**config.mk**
```make
export PLATFORM = sky130hd
export DESIGN_NAME = mul_div_unit_flat
export DESIGN_NICKNAME = d
export VERILOG_FILES = /design/src/rtl/mdu_pkg.sv /design/src/rtl/mul_div_unit_if.sv /design/src/rtl/mdu_divider.sv /design/src/rtl/mul_div_unit.sv /design/src/flat_wrapper.sv
export SDC_FILE = /design/constraint.sdc
export NUM_CORES = 1
export LEC_CHECK = 0
export CAP_MARGIN = 20
export CORE_AREA = 2 2 208 210
export CTS_CLUSTER_DIAMETER = 150
export CTS_CLUSTER_SIZE = 24
export DETAILED_ROUTE_END_ITERATION = 10
export DIE_AREA = 0 0 210 212
export HOLD_SLACK_MARGIN = 0.06
export REMOVE_ABC_BUFFERS = 1
export SKIP_CTS_REPAIR_TIMING = 1
export SKIP_LAST_GASP = 1
export SLEW_MARGIN = 20
export SYNTH_ARGS = -nofsm -noshare
export SYNTH_HDL_FRONTEND = slang
export SYNTH_SLANG_ARGS = --single-unit
```
**constraint.sdc**
```tcl
create_clock -name clk -period 11.6 [get_ports clk]
set_input_delay 1.74 -clock clk [delete_from_list [all_inputs] [get_ports clk]]
set_output_delay 1.74 -clock clk [all_outputs]
set_load 0.005 [all_outputs]
```
**src/rtl/mdu_pkg.sv**
```systemverilog
// Shared definitions for the RV32M multiply/divide unit: funct3 encodings,
// FSM state encoding and the fixed results of the divide short paths.
package mdu_pkg;

  localparam int MDU_XLEN   = 32;
  localparam int MDU_ADDR_W = 5;

  typedef enum logic [2:0] {
    MDU_MUL    = 3'b000,
    MDU_MULH   = 3'b001,
    MDU_MULHSU = 3'b010,
    MDU_MULHU  = 3'b011,
    MDU_DIV    = 3'b100,
    MDU_DIVU   = 3'b101,
    MDU_REM    = 3'b110,
    MDU_REMU   = 3'b111
  } mdu_op_e;

  typedef enum logic [2:0] {
    ST_IDLE,
    ST_MUL,
    ST_DIV,
    ST_FIX,
    ST_DONE
  } mdu_state_e;

  localparam logic [MDU_XLEN-1:0] DIV_BY_ZERO_Q = '1;
  localparam logic [MDU_XLEN-1:0] SIGNED_MIN    = {1'b1, {(MDU_XLEN-1){1'b0}}};

endpackage

```
**src/rtl/mul_div_unit_if.sv**
```systemverilog
// Request / write-back bundle between the execute stage and mul_div_unit.
interface mul_div_unit_if
  import mdu_pkg::*;
#(
  parameter int XLEN   = MDU_XLEN,
  parameter int ADDR_W = MDU_ADDR_W
);
  logic              start;
  mdu_op_e           op;
  logic [XLEN-1:0]   a;
  logic [XLEN-1:0]   b;
  logic [ADDR_W-1:0] rd_in;
  logic              busy;
  logic              done;
  logic              wb_we;
  logic [ADDR_W-1:0] wb_addr;
  logic [XLEN-1:0]   wb_data;

  modport master (
    output start, op, a, b, rd_in,
    input  busy, done, wb_we, wb_addr, wb_data
  );

  modport slave (
    input  start, op, a, b, rd_in,
    output busy, done, wb_we, wb_addr, wb_data
  );
endinterface

```
**src/rtl/mdu_divider.sv**
```systemverilog
// Restoring divider datapath on unsigned magnitudes: load latches the
// operands, each step retires one quotient bit (XLEN steps per divide).
module mdu_divider #(
  parameter int XLEN = 32
) (
  input  logic            clk,
  input  logic            reset,
  input  logic            load,
  input  logic            step,
  input  logic [XLEN-1:0] dividend,
  input  logic [XLEN-1:0] divisor,
  output logic [XLEN-1:0] quotient,
  output logic [XLEN-1:0] remainder
);
  logic [XLEN-1:0] quo_q;
  logic [XLEN-1:0] rem_q;
  logic [XLEN-1:0] div_q;
  logic [XLEN:0]   shifted;
  logic [XLEN:0]   diff;

  // A set top bit of diff means the trial subtraction underflowed: restore.
  always_comb begin
    shifted = {rem_q, quo_q[XLEN-1]};
    diff    = shifted - {1'b0, div_q};
  end

  // NOTE: sequential state uses non-blocking assignments so every register
  // samples pre-edge values regardless of statement order.
  always_ff @(posedge clk or posedge reset) begin
    if (reset) begin
      quo_q <= '0;
      rem_q <= '0;
      div_q <= '0;
    end else if (load) begin
      quo_q <= dividend;
      rem_q <= '0;
      div_q <= divisor;
    end else if (step) begin
      if (!diff[XLEN]) begin
        rem_q <= diff[XLEN-1:0];
        quo_q <= {quo_q[XLEN-2:0], 1'b1};
      end else begin
        rem_q <= shifted[XLEN-1:0];
        quo_q <= {quo_q[XLEN-2:0], 1'b0};
      end
    end
  end

  assign quotient  = quo_q;
  assign remainder = rem_q;
endmodule

```
**src/rtl/mul_div_unit.sv**
```systemverilog
// Iterative RV32M multiply/divide unit. Define MDU_FAST_MUL_EN to compute
// MUL* products in the accept cycle (IDLE -> FIX -> DONE) instead of shift-add.
module mul_div_unit
  import mdu_pkg::*;
#(
  parameter int XLEN   = MDU_XLEN,
  parameter int ADDR_W = MDU_ADDR_W
) (
  input  logic clk,
  input  logic reset,
  mul_div_unit_if.slave bus
);
  localparam int CNT_W = $clog2(XLEN);
  localparam logic [CNT_W-1:0] CNT_LAST = CNT_W'(XLEN - 1);
  localparam logic [XLEN-1:0]  Q_ONES   = XLEN'(DIV_BY_ZERO_Q);
  localparam logic [XLEN-1:0]  S_MIN    = XLEN'(SIGNED_MIN);

  mdu_state_e          state;
  mdu_op_e             op_q;
  logic [ADDR_W-1:0]   rd_q;
  logic [2*XLEN-1:0]   acc;
  logic [XLEN-1:0]     mcand;
  logic [CNT_W-1:0]    cnt;
  logic                neg_q;
  logic                neg_r;
  logic                busy_q;
  logic                done_q;
  logic                we_q;
  logic [ADDR_W-1:0]   addr_q;
  logic [XLEN-1:0]     data_q;

  logic                a_signed, b_signed, sa, sb;
  logic [XLEN-1:0]     mag_a, mag_b;
  logic                is_div, div_zero, div_ovf, short_path;
  logic [XLEN-1:0]     short_data;
  logic [XLEN:0]       mul_sum;
  logic [2*XLEN-1:0]   acc_next;
  logic [2*XLEN-1:0]   prod_fix;
  logic [XLEN-1:0]     div_quo, div_rem, q_fix, r_fix, fix_result;
  logic                div_load, div_step;

  // Request decode: operand magnitudes, result signs and divide short paths.
  // NOTE: every always_comb output gets a default first so no path infers a latch.
  always_comb begin
    a_signed   = 1'b0;
    b_signed   = 1'b0;
    short_data = '0;
    case (bus.op)
      MDU_MUL, MDU_MULH, MDU_DIV, MDU_REM: begin
        a_signed = 1'b1;
        b_signed = 1'b1;
      end
      MDU_MULHSU: a_signed = 1'b1;
      default: ;
    endcase
    sa         = a_signed & bus.a[XLEN-1];
    sb         = b_signed & bus.b[XLEN-1];
    mag_a      = sa ? -bus.a : bus.a;
    mag_b      = sb ? -bus.b : bus.b;
    is_div     = (bus.op == MDU_DIV) || (bus.op == MDU_DIVU) ||
                 (bus.op == MDU_REM) || (bus.op == MDU_REMU);
    div_zero   = (bus.b == '0);
    div_ovf    = ((bus.op == MDU_DIV) || (bus.op == MDU_REM)) &&
                 (bus.a == S_MIN) && (bus.b == Q_ONES);
    short_path = is_div && (div_zero || div_ovf);
    if (div_zero)
      short_data = ((bus.op == MDU_DIV) || (bus.op == MDU_DIVU)) ? Q_ONES : bus.a;
    else if (div_ovf)
      short_data = (bus.op == MDU_DIV) ? S_MIN : '0;
  end

  // Shift-add step: high half accumulates, low half shifts the multiplier out.
  always_comb begin
    mul_sum  = {1'b0, acc[2*XLEN-1:XLEN]} + (acc[0] ? {1'b0, mcand} : '0);
    acc_next = {mul_sum, acc[XLEN-1:1]};
  end

  always_comb begin
    prod_fix   = neg_q ? -acc : acc;
    q_fix      = neg_q ? -div_quo : div_quo;
    r_fix      = neg_r ? -div_rem : div_rem;
    fix_result = '0;
    case (op_q)
      MDU_MUL:                         fix_result = prod_fix[XLEN-1:0];
      MDU_MULH, MDU_MULHSU, MDU_MULHU: fix_result = prod_fix[2*XLEN-1:XLEN];
      MDU_DIV, MDU_DIVU:               fix_result = q_fix;
      default:                         fix_result = r_fix;
    endcase
  end

  assign div_load = (state == ST_IDLE) && bus.start && is_div && !short_path;
  assign div_step = (state == ST_DIV);

  mdu_divider #(.XLEN(XLEN)) u_divider (
    .clk       (clk),
    .reset     (reset),
    .load      (div_load),
    .step      (div_step),
    .dividend  (mag_a),
    .divisor   (mag_b),
    .quotient  (div_quo),
    .remainder (div_rem)
  );

  always_ff @(posedge clk or posedge reset) begin
    if (reset) begin
      state  <= ST_IDLE;
      op_q   <= MDU_MUL;
      rd_q   <= '0;
      acc    <= '0;
      mcand  <= '0;
      cnt    <= '0;
      neg_q  <= 1'b0;
      neg_r  <= 1'b0;
      busy_q <= 1'b0;
      done_q <= 1'b0;
      we_q   <= 1'b0;
      addr_q <= '0;
      data_q <= '0;
    end else begin
      case (state)
        ST_IDLE: begin
          if (bus.start) begin
            op_q   <= bus.op;
            rd_q   <= bus.rd_in;
            neg_q  <= sa ^ sb;
            neg_r  <= sa;
            cnt    <= '0;
            busy_q <= 1'b1;
            if (short_path) begin
              state  <= ST_DONE;
              done_q <= 1'b1;
              we_q   <= (bus.rd_in != '0);
              addr_q <= bus.rd_in;
              data_q <= short_data;
            end else if (is_div) begin
              state <= ST_DIV;
            end else begin
`ifdef MDU_FAST_MUL_EN
              acc   <= {{XLEN{1'b0}}, mag_a} * {{XLEN{1'b0}}, mag_b};
              state <= ST_FIX;
`else
              acc   <= {{XLEN{1'b0}}, mag_b};
              mcand <= mag_a;
              state <= ST_MUL;
`endif
            end
          end
        end
        ST_MUL: begin
          acc <= acc_next;
          cnt <= cnt + 1'b1;
          if (cnt == CNT_LAST) state <= ST_FIX;
        end
        ST_DIV: begin
          cnt <= cnt + 1'b1;
          if (cnt == CNT_LAST) state <= ST_FIX;
        end
        ST_FIX: begin
          state  <= ST_DONE;
          done_q <= 1'b1;
          we_q   <= (rd_q != '0);
          addr_q <= rd_q;
          data_q <= fix_result;
        end
        ST_DONE: begin
          state  <= ST_IDLE;
          busy_q <= 1'b0;
          done_q <= 1'b0;
          we_q   <= 1'b0;
        end
        default: state <= ST_IDLE;
      endcase
    end
  end

  assign bus.busy    = busy_q;
  assign bus.done    = done_q;
  assign bus.wb_we   = we_q;
  assign bus.wb_addr = addr_q;
  assign bus.wb_data = data_q;
endmodule

```
**src/flat_wrapper.sv**
```systemverilog
// flat-port wrapper written by rule: the top's interface ports become plain ports
module mul_div_unit_flat import mdu_pkg::*;
#(
  parameter int XLEN   = MDU_XLEN,
  parameter int ADDR_W = MDU_ADDR_W
)
  (clk, reset, bus_start, bus_op, bus_a, bus_b, bus_rd_in, bus_busy, bus_done, bus_wb_we, bus_wb_addr, bus_wb_data);
  mul_div_unit_if #(.XLEN(XLEN), .ADDR_W(ADDR_W)) bus_i ();
  input  logic clk;
  input  logic reset;
  input wire logic [$bits(bus_i.start)-1:0] bus_start;
  input wire logic [$bits(bus_i.op)-1:0] bus_op;
  input wire logic [$bits(bus_i.a)-1:0] bus_a;
  input wire logic [$bits(bus_i.b)-1:0] bus_b;
  input wire logic [$bits(bus_i.rd_in)-1:0] bus_rd_in;
  output wire logic [$bits(bus_i.busy)-1:0] bus_busy;
  output wire logic [$bits(bus_i.done)-1:0] bus_done;
  output wire logic [$bits(bus_i.wb_we)-1:0] bus_wb_we;
  output wire logic [$bits(bus_i.wb_addr)-1:0] bus_wb_addr;
  output wire logic [$bits(bus_i.wb_data)-1:0] bus_wb_data;
  assign bus_i.start = bus_start;
  assign bus_i.op = bus_op;
  assign bus_i.a = bus_a;
  assign bus_i.b = bus_b;
  assign bus_i.rd_in = bus_rd_in;
  assign bus_busy = bus_i.busy;
  assign bus_done = bus_i.done;
  assign bus_wb_we = bus_i.wb_we;
  assign bus_wb_addr = bus_i.wb_addr;
  assign bus_wb_data = bus_i.wb_data;
  mul_div_unit #(.XLEN(XLEN), .ADDR_W(ADDR_W)) u_core (.clk(clk), .reset(reset), .bus(bus_i));
endmodule
```
==> metrics.txt, run 1 <==
worst path required time 12.04 ns; CORE AREA 0.0425 sq mm; top cells by area, synth dfrtp_1 33%, o21ai_0 6.5%, xor2_1 5.4%; Top FF cell, synth dfrtp_1; nature of the critical path endpoint flip-flop; sequential area share after synthesis 33.4%; share of cells above drive strength 1 3.72%; Fin Clk Skew 0.0302 ns; antenna-violating nets left 0; area leader, netlist dfrtp_1; routed metal-1 wirelength 29200 um; run status finished clean; EDFF count, synth 0; Max Freq 167 MHz; Clock Pin Slew Worst Setup and Hold Paths 0.10 ns; number of remaining DRC errors 0; Final #Nets 2460; Synth Warn # 0; root buffer cell clkbuf_16; mux cell area share after synthesis 2.90%; Layout area overhead 10.3%; die height 212 um; Pint 3.21 mW; Adder-Cell Fraction of Synth Area 5.02%; CTS buffer count 14; period utilization 51.6%; antenna violations before repair 1; total grt overflow 0; CP Class in2reg; # diodes 0; Mapped Cells 2292; Hold Violations, Final 0; Worst Hold Slack 0.492 ns; NetSw 3.23 mW; clock network power share 8.7%; largest net degree at the start of global routing 113; I/O Buffers 114; Placer Congestion 0.918; Layout Cells excl Fill 2858; placed cells 2841; max_cap viols 0; Logic pwr share 62.9%; die area 0.0445 sq mm; met3 WL 3900 um; Fillers 4205; Detailed Place HPWL 48200 um; post-route minimum period 5.99 ns; Simple-Gate Fraction of Synth Area 19.2%; # clock sinks 250; leak pwr 8.54 nW; first-pass GRT wire length 99300 um; Die Wd 210 um; per-cell routed wire length 22.5 um; Async SR Flop Fraction 100%; Yosys cell types 83; DR iter-0 viols 1840; largest family of logic cells by synthesized area compound AO/OA/AOI/OAI gates; Slew HR 23.7%; fin. max-slew vios 0; worst skew pair latency 0.53 ns; CP Max Fanout 18; final setup fails 0; # rows 76; gr usage total 28.7%; vias per cell 6.16; sequential share of power 28.4%; 1st-pass router iterations 6; number of global-route vias before repair 16578; HP Class reg2reg; share of the synthesized area in the top cell type 33.4%; post-synthesis xor/xnor area fraction 10.3%; VDD IR-drop max 0.216 mV; total negative slack 0 ns; Cell Area, Synth 0.0187 sq mm; CP Launch Type primary input; Starting Density 44.1%; Compound-Gate Fraction of Synth Area 25.1%; worst slew pin tran 1.14 ns; crit path DAT 6.43 ns; Routed WL 64400 um; Seq cells post-synth 250; Sw Share 50.1%; Pwr per Cell Area 311 mW/mm^2; routed via count 17610; htree depth 1; Syn Area/Cell 8.18 sq um; CTS tree yes; clk buf depth 3; max layer used met5; Tot Pwr 6.44 mW; unrepaired setup endpoints after global routing no; WL met2 29600 um; num ports 115
[worst max-delay path, stage by stage]
cell and delay, ns:
clkdlybuf4s50_1 0.51, nor4_1 0.65, nand3_1 0.41, nor4_1 1.00, nand2_1 0.81, nor2_1 0.79, o21ai_0 0.21, nor2_1 0.13
a21oi_1 0.05, o21ai_0 0.11
[kinds of logic (layout without fill, tap and decap cells)]
| logic type | Yosys count | in the layout |
|---|---|---|
| compound gates | 742 | 742 |
| fa+ha+maj | 74 | 74 |
| simple gates | 753 | 753 |
| flops | 250 | 250 |
| buf+inv | 200 | 220 |
| mux | 53 | 53 |
| xor+xnor | 220 | 220 |
[final timing paths]
path	startpoint	endpoint	slack, ns	cells after the start
setup / recovery	bus_b[2]	u_core.bus.wb_data[8]	5.61	10
hold reg to reg	u_core.mcand[31]	u_core.mcand[31]	0.49	2
min in group asynchronous	reset	u_core.u_divider.remainder[29]	1.72	2
setup reg to reg	u_core.acc[0]	u_core.acc[57]	7.33	13
max in group asynchronous	reset	u_core.bus.wb_data[20]	7.50	4
hold / removal	u_core.mcand[31]	u_core.mcand[31]	0.49	2
[synthesized netlist by cell type (10+ instances only)]
| library cell | instances |
|---|---|
| nor2b_1 | 14 |
| nand4_1 | 18 |
| o221ai_1 | 13 |
| nor3_1 | 46 |
| xor2_1 | 115 |
| inv_1 | 64 |
| a22oi_1 | 10 |
| o31ai_1 | 56 |
| o21a_1 | 14 |
| a211oi_1 | 21 |
| nand2b_1 | 25 |
| mux2i_1 | 43 |
| a221o_1 | 27 |
| dfrtp_1 | 250 |
| ha_1 | 72 |
| nand3_1 | 22 |
| o21ai_0 | 245 |
| nor2_1 | 217 |
| mux2_2 | 10 |
| or3_1 | 32 |
| clkbuf_1 | 119 |
| a21o_1 | 28 |
| o22ai_1 | 19 |
| and2_1 | 42 |
| or4_1 | 35 |
| nand2_1 | 239 |
| o41ai_1 | 23 |
| xnor2_1 | 105 |
| a31oi_1 | 15 |
| a21oi_1 | 182 |
| nor4_1 | 18 |
[area by class of cell]
| class | instances | area, sq um | share of cell area [%] |
|---|---|---|---|
| Clock buffer | 16 | 379 | 1.83 |
| Clock inverter | 1 | 16.3 | 0.0787 |
| Inverter | 66 | 255 | 1.23 |
| Multi-Input combinational cell | 1842 | 11800 | 56.9 |
| Sequential cell | 250 | 6260 | 30.3 |
| Tap cell | 546 | 683 | 3.30 |
| Timing Repair Buffer | 137 | 1330 | 6.41 |
[state kept, by name, summed over array words and instances (netlist names)]
name,cells
u_core.bus.wb_addr,5
u_core.u_divider.div_q,32
u_core.state,3
u_core.u_divider.remainder,32
u_core.rd_q,5
u_core.acc,64
u_core.bus.busy,1
u_core.cnt,5
u_core.mcand,32
u_core.neg_r,1
u_core.bus.wb_data,32
u_core.op_q,3
u_core.neg_q,1
u_core.u_divider.quotient,32
u_core.bus.done,1
u_core.bus.wb_we,1
[layout by cell type (no fill, tap or decap), types with 23 or more instances in the layout]
master and count:
nor3_1 46, o41ai_1 23, inv_1 63, xnor2_1 105
clkdlybuf4s50_1 114, xor2_1 115, mux2i_1 43, or3_1 31
dfrtp_1 248, o21ai_0 245, a21oi_1 182, a221o_1 27
or4_1 35, a21o_1 28, nor2_1 214, nand2b_1 24
o31ai_1 56, and2_1 41, nand2_1 239, ha_1 72
[per-stage QoR]
step | cell area, sq um | utilization (%) | worst slack, ns
4_1_cts | 20700 | 48.6 | 5.81
5_1_grt | 20700 | 48.6 | 5.37
6_report | 20700 | 48.6 | 5.61
2_1_floorplan | 18200 | - | 2.99
3_5_place_dp | 20300 | 47.7 | 5.27
3_3_place_gp | 20300 | 47.7 | 5.36
[power groups by stage]
stage,clock network (mW),logic (mW),registers [mW]
after CTS,0.573,4.02,1.81
final,0.562,4.05,1.83
after global placement,0,3.92,1.82
after detailed placement,0,3.99,1.82
after floorplan,0,2.89,1.65
after global routing,0.599,4.49,1.87
[metal layers]
metal,global-route usage (%),up-vias
met5,0,-
met4,7.31,2
met3,3.21,97
met2,46.7,627
met1,40.8,8558
li1,-,8326
(Power assumes the default switching activity.)
==> inputs of run 2 (changes only) <==
- clock period: 11.6 -> 5.6 ns (I/O delays scaled with it)
==> run 2 against run 1 <==
Design area up 0.21%; via count up 1.4%; final cell count up 0.21%; non-clock buffer count grew 6; register-to-register slack lost 5.9 ns; worst setup slack lost 4.2 ns; core utilization rose by 0.10 points; wire length increased by 0.49%; power up 110%; critical path type is now reg2reg; critical endpoint is now u_core.bus.wb_data[31]; largest cell class unchanged.
==> metrics.txt, run 2 (synthesis gave the netlist of run 1 again) <==
Slew HR 20.5% (-3.2 points); # rows 76 (unchanged); number of remaining DRC errors 0 (unchanged); gr usage total 28.8% (+0.12 points); total negative slack 0 ns (unchanged); Fillers 4178 (-0.64%); worst skew pair latency 0.53 ns (about the same); per-cell routed wire length 22.6 um (+0.28%); nature of the critical path endpoint flip-flop; antenna-violating nets left 0 (unchanged); die height 212 um (unchanged); Routed WL 64700 um (+0.49%); crit path DAT 4.56 ns (-1.87 ns); CTS tree yes; routed via count 17859 (+1.4%); fin. max-slew vios 0 (unchanged); total grt overflow 0 (unchanged); leak pwr 8.57 nW (+0.34%); CP Class reg2reg; CP Max Fanout 8 (-10); clk buf depth 3 (unchanged); CORE AREA 0.0425 sq mm (unchanged); share of cells above drive strength 1 3.93% (+0.21 points); Starting Density 44.1% (unchanged); antenna violations before repair 2 (+1); root buffer cell clkbuf_16; run status finished clean; Tot Pwr 13.3 mW (+110%); Layout area overhead 10.5%; commonest cells after routing, fill and taps aside 249 x dfrtp_1, 245 x o21ai_0, 239 x nand2_1; worst path required time 6.00 ns (-6.04 ns); Worst Hold Path Cells 2 (unchanged); Pwr per Cell Area 644 mW/mm^2 (+110%); Max Freq 241 MHz; Worst Hold Slack 0.491 ns (-0.000409 ns); # clock sinks 250 (unchanged); CTS buffer count 14 (unchanged); largest net degree at the start of global routing 111 (-1.8%); post-route minimum period 4.16 ns; Clock Pin Slew Worst Setup and Hold Paths 0.11 ns (about the same); htree depth 1 (unchanged); Largest register FFs 64 (unchanged); Fin Clk Skew 0.0302 ns (-0.0000120 ns); vias per cell 6.24 (+1.2%); first-pass GRT wire length 99500 um (+0.16%); VDD IR-drop max 0.335 mV (+55%); number of global-route vias before repair 16710 (+0.80%); worst reg-to-reg path cell count 9 (-4); num ports 115 (unchanged); 1st-pass router iterations 6 (unchanged); Reg with most FFs u_core.acc; die area 0.0445 sq mm (unchanged); unrepaired setup endpoints after global routing no; Final #Nets 2466 (+0.24%); HP Class reg2reg; Die Wd 210 um (unchanged); commonest non-fill, non-tap cell in the layout dfrtp_1; Placer Congestion 0.925 (+0.82%); final setup fails 0 (unchanged); Detailed Place HPWL 48200 um (about the same); period utilization 74.2%; CP Launch Type flip-flop; # diodes 0 (unchanged); DR iter-0 viols 1817 (-1.3%); Hold Violations, Final 0 (unchanged); max_cap viols 0 (unchanged); I/O Buffers 114 (unchanged); worst slew pin tran 1.18 ns (+0.0404 ns)
==> run 2: worst max-delay path, cell delays in order, from the launching register on <==
cell and delay (ns):
dfrtp_1 0.49, or3_4 0.44, or4_1 0.66, or4_4 0.59
or3b_4 0.47, nand2b_1 0.40, nor3_1 0.44, nor4b_1 0.09
a31oi_1 0.35, a21oi_1 0.11
==> run 2: worst paths after layout <==
kind | from | endpoint | slack, ns
hold / removal | u_core.u_divider.div_q[23] | u_core.u_divider.div_q[23] | 0.49
max in group asynchronous | reset | u_core.mcand[27] | 3.64
setup / recovery | u_core.acc[12] | u_core.bus.wb_data[31] | 1.44
hold reg to reg | u_core.u_divider.div_q[23] | u_core.u_divider.div_q[23] | 0.49
setup reg to reg | u_core.acc[12] | u_core.bus.wb_data[31] | 1.44
min in group asynchronous | reset | u_core.u_divider.remainder[30] | 0.84
==> run 2: final cells by class <==
type | instances | area, sq um | share of cell area (%)
timing repair buffer | 143 | 1370 | 6.62
multi-input combinational | 1842 | 11800 | 56.7
inverter | 66 | 255 | 1.23
sequential | 250 | 6260 | 30.2
tap | 546 | 683 | 3.30
clock buffer | 16 | 379 | 1.83
clock inverter | 1 | 16.3 | 0.0785
==> run 2: power by group <==
| part | total, mW | internal (mW) | leakage (nW) | switching (mW) |
|---|---|---|---|---|
| registers | 3.76 | 2.62 | 3.08 | 1.14 |
| logic | 8.42 | 3.53 | 5.30 | 4.89 |
| clock network | 1.16 | 0.493 | 0.193 | 0.666 |
==> run 2: metrics by stage <==
stage                     worst slack, ns  area, sq um  utilization (%)  std cells
after detailed placement             1.13        20300             47.8       2847
after CTS                            1.48        20700             48.7       2864
after floorplan                     -2.11        18200                -       2158
after global routing                 1.19        20700             48.7       2864
after global placement               1.23        20300             47.8       2847
final                                1.44        20700             48.7       2864
==> run 2: per-layer routing <==
| layer | GRT usage (%) | up-vias | part of all wire, % |
|---|---|---|---|
| li1 | - | 8361 | - |
| met4 | 8.80 | 4 | 3.2 |
| met3 | 4.19 | 111 | 7.6 |
| met1 | 40.0 | 8626 | 44 |
| met2 | 46.8 | 757 | 46 |
| met5 | 0 | - | 0.046 |
==> inputs of run 3 (changes only) <==
- clock period: 5.6 -> 3.72 ns (I/O delays scaled with it)
==> run 3 against run 2 <==
Core utilization grew 2.2 points; count of clock-buffer cells in the layout did not move; worst setup slack got worse by 1.4 ns; via count is 2.1% higher; combinational power up 64%; wire length up 3.5%; largest power group unchanged; sequential share of layout area decreased by 1.3 points; highest routed layer is now met4.
==> metrics.txt, run 3 (synthesis gave the netlist of run 1 again) <==
die area 0.0445 sq mm (unchanged); worst skew pair latency 0.52 ns (about the same); Critical R2R Launch u_core.acc[20]; Critical Path Max Stage Delay 0.59 ns (-0.07 ns); Layout area overhead 15.5%; clock network power share 8.3% (-0.4 points); Slew HR 25.9% (+5.3 points); Hold Violations, Final 0 (unchanged); number of global-route vias before repair 17415 (+4.2%); 1st-pass router iterations 6 (unchanged); CP Launch Type flip-flop; antenna-violating nets left 0 (unchanged); Largest register FFs 64 (unchanged); delay-heaviest family, CP simple AND/OR/NAND/NOR gates; unrepaired setup endpoints after global routing yes; Starting Density 44.1% (unchanged); # clock sinks 250 (unchanged); first-pass GRT wire length 103000 um (+3.7%); sequential share of power 25.9% (-2.3 points); critical path launch point u_core.acc[20]; total grt overflow 0 (unchanged); Placer Congestion 0.956 (+3.3%); nature of the critical path endpoint flip-flop; htree depth 1 (unchanged); fin. max-slew vios 0 (unchanged); crit path DAT 4.05 ns (-0.51 ns); worst reg-to-reg path cell count 9 (unchanged); per-cell routed wire length 22.6 um (-0.14%); num ports 115 (unchanged); worst path required time 4.11 ns (-1.89 ns); I/O Buffers 114 (unchanged); CP Class reg2reg; Final #Nets 2570 (+4.2%); post-route minimum period 3.66 ns (-0.499 ns); period utilization 98.3% (+24 points); CTS buffer count 14 (unchanged); commonest cells after routing, fill and taps aside 249 x dfrtp_1, 244 x o21ai_0, 239 x nand2_1; Sw Share 49.4% (-0.76 points); Max Freq 273 MHz (+14%); number of remaining DRC errors 0 (unchanged); Design Area, Final 0.0216 sq mm (+4.5%); HP Class reg2reg; gr usage total 29.8% (+1.0 points); worst slew pin tran 1.10 ns (-0.0796 ns); instance count on the critical path 9 (unchanged); root buffer cell clkbuf_16; NetSw 10.3 mW (+54%); largest net degree at the start of global routing 81 (-27%); clk buf depth 3 (unchanged); Logic pwr share 65.8% (+2.7 points); CP Buf/Inv Count 0 (unchanged); reg2reg setup slack 0.06 ns (-1.38 ns); # rows 76 (unchanged); CP Max Fanout 8 (unchanged); share of cells above drive strength 1 8.22% (+4.3 points); commonest non-fill, non-tap cell in the layout dfrtp_1; die height 212 um (unchanged); Fin Clk Skew 0.0293 ns (-0.000843 ns); leak pwr 9.13 nW (+6.5%); routed via count 18232 (+2.1%); dpl cell area 0.0212 sq mm (+4.4%); run status finished clean; crit path to u_core.bus.wb_data[15]; Die Wd 210 um (unchanged); final setup fails 0 (unchanged); Pwr per Cell Area 966 mW/mm^2 (+50%); vias per cell 6.14 (-1.5%); antenna violations before repair 1 (-1); Reg-to-Reg End u_core.bus.wb_data[15]; Routed WL 67000 um (+3.5%); # diodes 0 (unchanged); Detailed Place HPWL 51500 um (+6.7%); CORE AREA 0.0425 sq mm (unchanged); Clock Pin Slew Worst Setup and Hold Paths 0.11 ns (about the same); Reg with most FFs u_core.acc; slowest stage cell, crit path or4_4; Pint 10.6 mW (+59%); Fillers 4099 (-1.9%); Worst Hold Slack 0.487 ns (-0.00419 ns); critical-path cell list or4_1, or3_1, or4_4, or3b_4, nand2b_2, nand2_1, xnor2_1, a221oi_1, o21ai_0; max_cap viols 0 (unchanged); VDD IR-drop max 0.685 mV (+100%); CTS tree yes; DR iter-0 viols 1786 (-1.7%)
run 3: per-layer routing:
layer	vias up	GRT usage (%)	share of wire (%)
met3	114	5.18	7.2
met4	0	8.78	3.3
met5	-	0	0
li1	8565	-	-
met2	694	49.0	46
met1	8859	40.4	44
run 3: worst register-to-register path, stage by stage, from the launching register on:
cell and delay (ns):
dfrtp_1 0.39, or4_1 0.57, or3_1 0.42, or4_4 0.59, or3b_4 0.45, nand2b_2 0.31, nand2_1 0.13, xnor2_1 0.10
a221oi_1 0.44, o21ai_0 0.13
run 3: worst min-delay path by stage:
stage,slack (ns),depth (start not counted),endpoint,start
2_1_floorplan,0.44,2,u_core.mcand[0],u_core.mcand[0]
3_3_place_gp,0.45,2,u_core.mcand[0],u_core.mcand[0]
3_5_place_dp,0.46,2,u_core.mcand[0],u_core.mcand[0]
4_1_cts,0.49,2,u_core.mcand[0],u_core.mcand[0]
5_1_grt,0.50,2,u_core.mcand[0],u_core.mcand[0]
6_report,0.49,2,u_core.mcand[0],u_core.mcand[0]
run 3: per-stage QoR:
| step | power, mW | setup slack (ns) | instances | setup TNS [ns] | utilization [%] |
|---|---|---|---|---|---|
| 2_1_floorplan | 14.2 | -3.71 | 2158 | -999.65 | - |
| 3_3_place_gp | 18.8 | -0.0487 | 2950 | -0.0487 | 49.9 |
| 3_5_place_dp | 18.9 | -0.0217 | 2950 | -0.0217 | 49.9 |
| 4_1_cts | 20.8 | -0.0208 | 2967 | -0.0208 | 50.9 |
| 5_1_grt | 22.6 | -0.0889 | 2968 | -0.224 | 50.9 |
| 6_report | 20.9 | 0.0627 | 2968 | 0 | 50.9 |
run 3: area by class of cell:
class	count	area, sq um	share of cell area [%]
inverter	66	255	1.18
multi-input combinational	1842	11800	54.4
timing repair buffer	247	2280	10.5
clock inverter	1	16.3	0.0751
tap	546	683	3.16
sequential	250	6260	28.9
clock buffer	16	379	1.75
run 3: power groups by stage:
stage	Combinational [mW]	Clock, mW	Sequential (mW)
floorplan	9.01	0	5.16
global placement	13.4	0	5.38
detailed placement	13.5	0	5.42
CTS	13.6	1.78	5.37
global route	15.2	1.85	5.56
finish	13.8	1.74	5.41
